**src/rtl/ssd_scan_mux.sv**
```systemverilog
// N-digit seven-segment controller: synchronised load strobe writes hex nibbles into a ring of digit
// slots, a prescaled scan multiplexes the anodes. Optional decimal-point cursor under SSD_DP_EN.
module ssd_scan_mux #(
  parameter int NUM_DIGITS  = 4,
  parameter int REFRESH_DIV = 100000,
  parameter int PTR_W       = $clog2(NUM_DIGITS)
) (
  input  logic                  clk,
  input  logic                  reset,
  input  logic                  load,
  input  logic                  clear,
  input  logic [3:0]            user_inp,
  output logic [NUM_DIGITS-1:0] active_digit,
  output logic [6:0]            seven_out,
`ifdef SSD_DP_EN
  output logic                  dp,
`endif
  output logic [PTR_W-1:0]      wr_ptr
);

  localparam int PRE_W = (REFRESH_DIV > 1) ? $clog2(REFRESH_DIV) : 1;

  logic                  s1, s2, s2_d;
  logic                  load_evt;
  logic [3:0]            digit [NUM_DIGITS];
  logic [NUM_DIGITS-1:0] valid;
  logic [PRE_W-1:0]      prescaler;
  logic [PTR_W-1:0]      scan_idx;
  logic                  pre_tc;
  logic [NUM_DIGITS-1:0] an_nxt;
  logic [6:0]            seg_nxt;
`ifdef SSD_DP_EN
  logic                  dp_nxt;
`endif

  function automatic logic [6:0] decode(input logic [3:0] n);
    case (n)
      4'h0: decode = 7'h40;
      4'h1: decode = 7'h79;
      4'h2: decode = 7'h24;
      4'h3: decode = 7'h30;
      4'h4: decode = 7'h19;
      4'h5: decode = 7'h12;
      4'h6: decode = 7'h02;
      4'h7: decode = 7'h78;
      4'h8: decode = 7'h00;
      4'h9: decode = 7'h10;
      4'hA: decode = 7'h08;
      4'hB: decode = 7'h03;
      4'hC: decode = 7'h46;
      4'hD: decode = 7'h21;
      4'hE: decode = 7'h06;
      default: decode = 7'h0E;
    endcase
  endfunction

  assign load_evt = s2 & ~s2_d;
  assign pre_tc   = (prescaler == PRE_W'(REFRESH_DIV - 1));

  always_ff @(posedge clk or posedge reset) begin
    if (reset) begin
      s1   <= 1'b0;
      s2   <= 1'b0;
      s2_d <= 1'b0;
    end else begin
      s1   <= load;
      s2   <= s1;
      s2_d <= s2;
    end
  end

  // Clear has priority over a coincident load event; the nibble is dropped.
  always_ff @(posedge clk or posedge reset) begin
    if (reset) begin
      for (int i = 0; i < NUM_DIGITS; i++) digit[i] <= 4'h0;
      valid  <= '0;
      wr_ptr <= '0;
    end else if (clear) begin
      for (int i = 0; i < NUM_DIGITS; i++) digit[i] <= 4'h0;
      valid  <= '0;
      wr_ptr <= '0;
    end else if (load_evt) begin
      digit[wr_ptr] <= user_inp;
      valid[wr_ptr] <= 1'b1;
      wr_ptr        <= (wr_ptr == PTR_W'(NUM_DIGITS - 1)) ? '0 : wr_ptr + 1'b1;
    end
  end

  always_ff @(posedge clk or posedge reset) begin
    if (reset) begin
      prescaler <= '0;
      scan_idx  <= '0;
    end else if (pre_tc) begin
      prescaler <= '0;
      scan_idx  <= (scan_idx == PTR_W'(NUM_DIGITS - 1)) ? '0 : scan_idx + 1'b1;
    end else begin
      prescaler <= prescaler + 1'b1;
    end
  end

  always_comb begin
    an_nxt  = '1;
    seg_nxt = 7'h7F;
    if (valid[scan_idx]) begin
      an_nxt  = ~(NUM_DIGITS'(1) << scan_idx);
      seg_nxt = decode(digit[scan_idx]);
    end
`ifdef SSD_DP_EN
    // Cursor: light the slot the next load will fill, even if it is still empty.
    dp_nxt = 1'b1;
    if (scan_idx == wr_ptr) begin
      an_nxt = ~(NUM_DIGITS'(1) << scan_idx);
      dp_nxt = 1'b0;
    end
`endif
  end

  // Anodes and segments share one edge so no digit ever shows a neighbour's pattern.
  always_ff @(posedge clk or posedge reset) begin
    if (reset) begin
      active_digit <= '1;
      seven_out    <= 7'h7F;
`ifdef SSD_DP_EN
      dp           <= 1'b1;
`endif
    end else begin
      active_digit <= an_nxt;
      seven_out    <= seg_nxt;
`ifdef SSD_DP_EN
      dp           <= dp_nxt;
`endif
    end
  end

endmodule

```
**config.mk**
```make
export PLATFORM = sky130hd
export DESIGN_NAME = ssd_scan_mux
export DESIGN_NICKNAME = d
export VERILOG_FILES = /design/src/rtl/ssd_scan_mux.sv
export SDC_FILE = /design/constraint.sdc
export NUM_CORES = 1
export LEC_CHECK = 0
export ABC_AREA = 1
export CAP_MARGIN = 10
export CORE_ASPECT_RATIO = 1.1
export CORE_MARGIN = 4
export CORE_UTILIZATION = 55
export CTS_CLUSTER_DIAMETER = 120
export DETAILED_ROUTE_END_ITERATION = 12
export PLACE_DENSITY = 0.76
export SETUP_SLACK_MARGIN = 0.1
export SLEW_MARGIN = 20
export SYNTH_ARGS = -nofsm -noshare
export SYNTH_HDL_FRONTEND = slang
export SYNTH_SLANG_ARGS = --single-unit
export TNS_END_PERCENT = 100
```
**constraint.sdc**
```tcl
create_clock -name clk -period 5.2 [get_ports clk]
set_input_delay 1.56 -clock clk [delete_from_list [all_inputs] [get_ports clk]]
set_output_delay 1.56 -clock clk [all_outputs]
set_load 0.05 [all_outputs]
```
---- After elaboration in Yosys (flattened, before gate mapping) ----
Memory sizes are Yosys's and may differ from the RTL's.
Index checks and enable logic that the tools add are counted.
storage, ports and cells
  ROM bits ................................ 112
  bits in registers ....................... 55
  bits of input ports ..................... 8
  output and inout port bits .............. 13
  memories ................................ 1
memory list
  memory            words  bits a word  rd ports  clocked after memory_dff  wr ports  line  source
  (name not given)  16     7            1         0                         0         37    case (n)
operators by class
  muxes and demuxes ....................... 21
  shift-type cells ........................ 1
  $lt $le $gt $ge ......................... 6
  bitwise operators ....................... 6
  reduce and logical (&&, ||, !) cells .... 3
  add/subtract/negate cells ............... 3
  eq/ne operators ......................... 3
operators by type and width
  operator                                                           number
  2-to-1 mux 16 bit                                                  2
  2-to-1 mux 4 bit                                                   6
  adder 17 x 1 -> 17 bit, second input constant                      1
  equality test 17 bit, second input constant                        1
  2-to-1 mux 17 bit                                                  1
  bitwise mux 16 bit                                                 1
  binary-select mux 4 bit (select 2 bit)                             1
  demux 4 bit (select 2 bit)                                         1
  2-to-1 mux 2 bit                                                   4
  2-to-1 mux 7 bit                                                   1
  greater-or-equal comparator 3 bit, second input constant           2
  less-than comparator 2 x 3 -> 1 bit, second input constant         2
  inverter 2 -> 3 bit                                                2
  adder 2 x 1 -> 2 bit, second input constant                        2
  equality test 2 bit, second input constant                         2
  inverter 4 bit                                                     1
  bitwise OR 4 bit                                                   1
  left shift 1 x 2 -> 4 bit, first input constant                    1
  less-than comparator 3 x 1 -> 1 bit, second input constant         1
  binary-select mux 1 bit (select 2 bit)                             1
  demux 1 bit (select 2 bit)                                         1
  greater-or-equal comparator 2 x 1 -> 1 bit, second input constant  1
  logical AND 1 bit                                                  2
  2-to-1 mux 1 bit                                                   2
  other kinds (3)                                                    3

---- Logic depth before layout (Yosys ltp) ----
Gate-level depths: netlist of run 1.
  depth after elaboration ................. 8
  gate-level depth with buffers ........... 10
  mapped depth without buffers ............ 10

---- Least setup slack after synthesis of run 1 ----
No wires, ideal clock.
  path type ............................... register to output
  start ................................... register active_digit[0]
  end ..................................... output active_digit[0]
  cell stages (with the launch flop) ...... 1
  slack ................................... 2.984 ns
  buffers on the path ..................... 0
  arrival time ............................ 0.656 ns
  path through ............................ dfstp_2
RTL lines
  element                   line  source
  start: declaration        13    output logic [NUM_DIGITS-1:0] active_digit,
  start signal: assignment  127   active_digit <= an_nxt;
No word-level cell between the ends.

---- Worst setup path after layout of run 1 ----
  start ................................... register active_digit[0]
  end ..................................... output active_digit[0]
No word-level cell between the ends.

==> impl_metrics.env, run 1 <==
export IMPL_drv_slew=0
export IMPL_synthDistinctLibCells=26
export IMPL_grt_max_degree=56
export IMPL_first_pass_iters=4
export IMPL_multiInputGateArea_um2=1210
export IMPL_outcome="complete, no violations"
export IMPL_crit_buf_inv=1
export IMPL_crit_end="active_digit[0]"
export IMPL_final_antenna_net_count=0
export IMPL_cts_num_sinks=55
export IMPL_max_cap_violations=0
export IMPL_holdBufCountCts=0
export IMPL_r2r_slack_ns=3.20
export IMPL_cpPeakStageDelay_ns=0.79
export IMPL_r2r_cells=10
export IMPL_syn_avg_cell_area_um2=8.44
export IMPL_dp_hpwl_mm=3.53
export IMPL_synth_top_area_cell="dfrtp_1"
export IMPL_cp_depth=1
export IMPL_cts_tree="yes"
export IMPL_max_clock_path_buffers=2
export IMPL_holdPathStages=0
export IMPL_worstMarginPinSlew_ns=0.870
export IMPL_cp_end_kind="primary output"
export IMPL_setup_viol=0
export IMPL_slew_limit_headroom_pct=41.9
export IMPL_core_um2=4750
export IMPL_num_vias=2134
export IMPL_antenna_found_initial=0
export IMPL_grt_overflow=0
export IMPL_rows=26
export IMPL_cellLeakagePower_nw=1.49
export IMPL_hold_viol=0
export IMPL_place_gp_congestion=0.873
export IMPL_ioPinCount=21
export IMPL_netlist_instances=327
export IMPL_cts_htree_levels=2
export IMPL_r2r_start="scan_idx[0]"
export IMPL_syn_num_nets=350
export IMPL_final_common_cell="nand2_1"
export IMPL_hold_ws_ns=0.369
export IMPL_grtUsageTotal_pct=18.3
export IMPL_cts_root_buffer="clkbuf_8"
export IMPL_ys_top_cells_by_area="dfrtp_1, nand2_1, dfstp_2, nand3_1, ha_1"
export IMPL_die_x_um=75.5
export IMPL_worst_path_dominant_cell_family="buffers and inverters"
export IMPL_crit_slowest_cell="clkdlybuf4s50_1"
export IMPL_postRouteWirelength_mm=4.99
export IMPL_cts_resized=0
export IMPL_wire_per_inst_um=12.2
export IMPL_vias_per_cell=5.23
export IMPL_cp_max_fo=1
export IMPL_setup_tns_final_ns=0
export IMPL_port_buffers=20
export IMPL_finalClockSkew_ns=0.00890
export IMPL_synth_top_area_share_pct=39.9
export IMPL_syn2layout_area_growth_pct=13.5
export IMPL_hold_class="flip-flop to flip-flop"
export IMPL_die_area_um2=6210
export IMPL_die_y_um=82.3
export IMPL_grt_pass1_wl_mm=8.79
export IMPL_worst_r2r_endpoint="seven_out[5]"
export IMPL_synth_seq_cells=55
export IMPL_drc=0
export IMPL_insertion_delay_ns=0.31
export IMPL_diodes=0
export IMPL_fillers=383
export IMPL_p_per_area_nw_per_um2=262
export IMPL_yosysWarnings=0
export IMPL_fin_crit_ns=3.19
export IMPL_startpoint="active_digit[0]"
export IMPL_p_total_mw=0.820
export IMPL_grt_pass1_vias=1947
export IMPL_ir_drop_v=0.000149
export IMPL_drive_gt1_share_pct=9.94
export IMPL_seq_area_frac_synth_pct=50.4
export IMPL_nNetsFinal=374
export IMPL_rsz0062_at_grt="no"
export IMPL_crit_type="flip-flop to primary output"
export IMPL_worstPathRequired_ns=3.64
export IMPL_cts_setup_buffers=0
export IMPL_cp_data_arrival_time_ns=1.63
export IMPL_start_kind="flip-flop"
export IMPL_clkTransAtPathRegs_ns=0.10
export IMPL_post_route_period_util_pct=61.3
export IMPL_final_cell_mix="nand2_1, nand3_1, dfrtp_1"
export IMPL_initial_core_util_pct=58.1
export IMPL_seqCellArea_um2=1390
export IMPL_crit_chain="clkdlybuf4s50_1"
export IMPL_syn_area_um2=2760
export IMPL_drtIter0Drc=191
export IMPL_cts_inserted_buffers=5
export IMPL_fmax_mhz=314
-- worst min path at each step --
stage,slack (ns),start,end
2_1_floorplan,0.33,s1,s2
3_3_place_gp,0.34,s1,s2
3_5_place_dp,0.34,s1,s2
4_1_cts,0.37,s1,s2
5_1_grt,0.39,s1,s2
6_report,0.37,s1,s2
-- synth_stat cells --
cell type	n
a21oi_1	6
xor2_1	7
nand2_4	2
nand2_2	2
ha_1	15
nand3_4	1
inv_1	32
clkbuf_1	1
dfstp_2	11
and2_1	1
clkinv_2	1
o21ai_0	21
inv_2	4
nor2_1	36
nor3b_1	1
nand3_2	2
o21ai_1	4
buf_4	1
nand2_1	78
o21bai_1	2
nor2_2	3
nand4_1	1
xnor2_1	1
dfrtp_1	44
buf_2	1
nand3_1	49
-- cell families (layout without fill, tap and decap cells) --
group | Yosys count | in the layout | share of synthesized area (%)
AND/OR/NAND/NOR | 176 | 176 | 28.4
flip-flops | 55 | 55 | 50.4
buffers and inverters | 40 | 65 | 5.67
AO/OA/AOI/OAI | 33 | 33 | 6.17
adder cells (fa/ha/maj) | 15 | 15 | 6.80
XOR/XNOR | 8 | 8 | 2.54
-- metal layers --
metal  vias to the layer above  share of wire [%]  track usage, %
li1                       1088                  -               -
met1                       997                 50            25.3
met2                        45                 45            28.9
met4                         0               0.68            5.77
met5                         -                  0               0
met3                         4                3.9            3.63
-- state kept, by name, indices dropped and copies added (netlist names) --
name / cells
s2_d: 1
scan_idx: 2
prescaler: 17
s1: 1
digit: 16
s2: 1
seven_out: 7
wr_ptr: 2
valid: 4
active_digit: 4
-- per-stage QoR --
stage / setup WS [ns] / area (µm²) / std cells / utilization [%]
after global routing: 1.96 / 3130 / 408 / 65.9
after global placement: 2.24 / 3010 / 400 / 63.4
after CTS: 1.99 / 3130 / 408 / 65.9
after detailed placement: 2.12 / 3010 / 400 / 63.4
final: 2.01 / 3130 / 408 / 65.9
after floorplan: 2.32 / 2760 / 327 / -
-- area by class of cell --
cell class / count / share of cell area (%)
timing repair buffer: 20 / 6.39
clock inverter: 2 / 1.12
inverter: 37 / 4.51
multi-input combinational: 232 / 38.7
sequential: 55 / 44.4
clock buffer: 6 / 2.64
tap: 56 / 2.24
-- power by group --
part | total (mW) | switching (mW) | internal (mW)
clock | 0.295 | 0.139 | 0.156
sequential | 0.445 | 0.00419 | 0.441
combinational | 0.0804 | 0.0557 | 0.0247
total | 0.820 | 0.199 | 0.621
(Power assumes the default switching activity.)
==> inputs of run 2 (changes only) <==
- clock period: 5.2 -> 3.15 ns (I/O delays scaled with it)
==> impl_metrics.env, run 2 (synthesis results as in run 1) <==
export IMPL_outcome="complete, no violations"
export IMPL_grtUsageTotal_pct=18.4
export IMPL_grt_overflow=0
export IMPL_multiInputGateArea_um2=1210
export IMPL_top_register="prescaler"
export IMPL_setup_tns_final_ns=0
export IMPL_finalClockSkew_ns=0.0119
export IMPL_cpPeakStageDelay_ns=0.79
export IMPL_cts_inserted_buffers=5
export IMPL_nNetsFinal=375
export IMPL_crit_chain="clkdlybuf4s50_1"
export IMPL_diodes=0
export IMPL_grt_pass1_wl_mm=8.88
export IMPL_r2r_slack_ns=1.18
export IMPL_utilization_pct=65.6
export IMPL_holdBufCountCts=0
export IMPL_wire_per_inst_um=11.9
export IMPL_cts_htree_levels=2
export IMPL_worst_r2r_endpoint="seven_out[3]"
export IMPL_drv_slew=0
export IMPL_ir_drop_v=0.000247
export IMPL_cp_max_fo=1
export IMPL_drc=0
export IMPL_vias_per_cell=5.15
export IMPL_die_area_um2=6210
export IMPL_rows=26
export IMPL_port_buffers=20
export IMPL_cts_setup_buffers=0
export IMPL_drtIter0Drc=152
export IMPL_num_vias=2106
export IMPL_hold_class="flip-flop to flip-flop"
export IMPL_r2r_start="scan_idx[0]"
export IMPL_worst_path_dominant_cell_family="buffers and inverters"
export IMPL_antenna_found_initial=0
export IMPL_insertion_delay_ns=0.31
export IMPL_place_gp_congestion=0.873
export IMPL_fmax_mhz=391
export IMPL_slew_limit_headroom_pct=58.6
export IMPL_postRouteWirelength_mm=4.86
export IMPL_die_x_um=75.5
export IMPL_cp_end_kind="primary output"
export IMPL_largest_reg_flops=17
export IMPL_first_pass_iters=4
export IMPL_die_y_um=82.3
export IMPL_seqCellArea_um2=1390
export IMPL_clkTransAtPathRegs_ns=0.09
export IMPL_crit_buf_inv=1
export IMPL_crit_slowest_cell="clkdlybuf4s50_1"
export IMPL_start_kind="flip-flop"
export IMPL_worstPathRequired_ns=2.20
export IMPL_cts_resized=0
export IMPL_core_um2=4750
export IMPL_grt_pass1_vias=2022
export IMPL_cellLeakagePower_nw=1.48
export IMPL_holdPathStages=0
export IMPL_dp_hpwl_mm=3.61
export IMPL_cts_root_buffer="clkbuf_8"
export IMPL_post_route_period_util_pct=81.2
export IMPL_drive_gt1_share_pct=9.92
export IMPL_setup_viol=0
export IMPL_placedCellCount=401
export IMPL_hold_start="s1"
export IMPL_p_per_area_nw_per_um2=398
export IMPL_initial_core_util_pct=58.1
export IMPL_final_cell_mix="nand2_1, nand3_1, dfrtp_1"
export IMPL_hold_viol=0
export IMPL_fin_crit_ns=2.56
export IMPL_final_antenna_net_count=0
export IMPL_min_to="s2"
export IMPL_crit_type="flip-flop to primary output"
export IMPL_r2r_cells=10
export IMPL_rsz0062_at_grt="no"
export IMPL_top_regs="prescaler x17, digit x16, seven_out x7"
export IMPL_fillers=421
export IMPL_worstMarginPinSlew_ns=0.620
export IMPL_syn2layout_area_growth_pct=13.0
export IMPL_stdcell_count=409
export IMPL_cts_num_sinks=55
export IMPL_max_clock_path_buffers=2
export IMPL_grt_max_degree=56
export IMPL_ioPinCount=21
export IMPL_final_common_cell="nand2_1"
export IMPL_cp_data_arrival_time_ns=1.61
export IMPL_max_cap_violations=0
export IMPL_cts_tree="yes"
export IMPL_cp_depth=1
run 2: cell types whose count changed in the layout (fill, tap and decap cells not counted), sizes merged:
cell / previous run / this run
buf: 0 / 1
bufinv: 1 / 0
clkinv: 3 / 2
clkinvlp: 0 / 1
inv: 35 / 36
run 2: area by class of cell:
type / count / share of cell area, %
Timing Repair Buffer: 21 / 7.06
Clock inverter: 2 / 0.401
Sequential cell: 55 / 44.6
Multi-Input combinational cell: 232 / 38.9
Tap cell: 56 / 2.25
Inverter: 37 / 4.49
Clock buffer: 6 / 2.33
run 2: layer usage:
metal	wire length, µm	track usage, %	vias to the layer above
met5	0	0	-
met1	2370	24.6	971
li1	-	-	1094
met3	199	4.36	2
met2	2270	29.9	39
met4	25	5.07	0
run 2: report_power, final:
part	switching (mW)	total [mW]	internal, mW
sequential	0.00723	0.734	0.727
combinational	0.0920	0.136	0.0435
clock	0.215	0.371	0.156
total	0.315	1.24	0.926
run 2: worst max path at each step:
stage                       from      endpoint  slack, ns
detailed placement         clear     digit[13]       0.71
floorplan                  reset      digit[0]       0.88
global placement           clear     wr_ptr[0]       0.80
CTS                 seven_out[1]  seven_out[1]       0.57
finish              seven_out[6]  seven_out[6]       0.59
global route        seven_out[6]  seven_out[6]       0.54
run 2: through the flow:
step	setup slack, ns	power (mW)	hold WS [ns]	instance area, µm²
final	0.592	1.24	0.362	3120
after global routing	0.541	1.30	0.379	3120
after CTS	0.570	1.26	0.367	3120
after detailed placement	0.712	0.885	0.345	3030
after global placement	0.800	0.882	0.337	3030
after floorplan	0.880	0.840	0.331	2760
==> variant: new RTL, config.mk and constraints of run 2 <==
Change the parameter `REFRESH_DIV` from 100000 to 25000.
--- a/src/rtl/ssd_scan_mux.sv
+++ b/src/rtl/ssd_scan_mux.sv
@@ -2,7 +2,7 @@
 // slots, a prescaled scan multiplexes the anodes. Optional decimal-point cursor under SSD_DP_EN.
 module ssd_scan_mux #(
   parameter int NUM_DIGITS  = 4,
-  parameter int REFRESH_DIV = 100000,
+  parameter int REFRESH_DIV = 25000,
   parameter int PTR_W       = $clog2(NUM_DIGITS)
 ) (
   input  logic                  clk,
Formal check against the unedited RTL: same outputs for any inputs over 10 cycles, from zero or initial values and one cycle with reset high; that may be too few to reach the edited logic, so the function may still have changed.
==> variant against run 2 <==
  * Count of clock-buffer cells in the layout shrank 1
  * Core utilization grew 0.13 points
  * Clock skew grew 2.9 ps
  * Sequential cell count shrank 2
  * Total power grew 4.2%
  * Non-clock buffer count is the same
  * Synthesized area shrank 0.45%
  * Final area grew 0.20%
  * Setup slack lost 4.3 ps
  * First-iteration DRC count shrank 11%
  * Sequential power shrank 3.3%
  * Routed wire length grew 8.9%
  * Critical path type unchanged
  * Largest power group unchanged
  * Highest routed layer unchanged
==> variant: results (changes against run 2) <==
metric	value	unit	change
worst IR drop on VDD	0.3138	mV	+27%
Placed Instances	398		-0.75%
First DRT Iteration DRCs	136		-11%
pwr/cell area	413.8	nW/µm²	+4.0%
clkbuf count	5		-1
placed inst area	3020	µm²	-0.41%
seq pwr	710	µW	-3.3%
pre-CTS setup slack	625.4	ps	-86.53 ps
outcome	completed		
register area	1340	µm²	-3.6%
WL met2	2613	µm	+15%
dpl hpwl	3849	µm	+6.8%
sequential area share after synthesis	48.79	%	-1.6 points
clk cell area share	3.324	%	+0.60 points
vias in the first global route	2058		+1.8%
detailed-route wire length	5292	µm	+8.9%
fmax	0.3902	GHz	-0.17%
inverters	39		+5.4%
gpl congestion	0.8983		+2.9%
multi-input logic portion of the cell area	39.73	%	+0.84 points
# fillers	417		-0.95%
Least-Margin Pin Slew	617.1	ps	-2.753 ps
Met3 Wirelength	258	µm	+30%
Int Pwr	979.0	µW	+5.7%
GRT Resource Usage Total	19.19	%	+0.80 points
Netlist cell types	31		+19%
ranking of synthesized cells by area	dfrtp_1 38%, nand2_1 11%, dfstp_2 11%		
Global Route met1 Usage	24.67	%	+0.081 points
variant: worst paths after layout:
check,endpoint,slack (ps),depth (start not counted),startpoint
min reg2reg,s2$_DFF_PP0_,360,0,s1$_DFF_PP0_
max in group asynchronous,active_digit[2]$_DFF_PP1_,1730,3,reset
max reg2reg,seven_out[3]$_DFF_PP1_,1050,10,scan_idx[0]$_DFFE_PP0N_
min in group asynchronous,prescaler[11]$_DFF_PP0_,860,2,reset
max,seven_out[1],590,1,seven_out[1]$_DFF_PP1_
min,s2$_DFF_PP0_,360,0,s1$_DFF_PP0_
variant: cells by family after synthesis:
| kind of cell | after synthesis | share of synthesized area [%] |
|---|---|---|
| buffers and inverters | 42 | 6.014 |
| AND/OR/NAND/NOR | 177 | 30.80 |
| adder cells (fa/ha/maj) | 15 | 6.834 |
| flip-flops | 53 | 48.79 |
| AO/OA/AOI/OAI | 32 | 5.968 |
| XOR/XNOR | 5 | 1.594 |
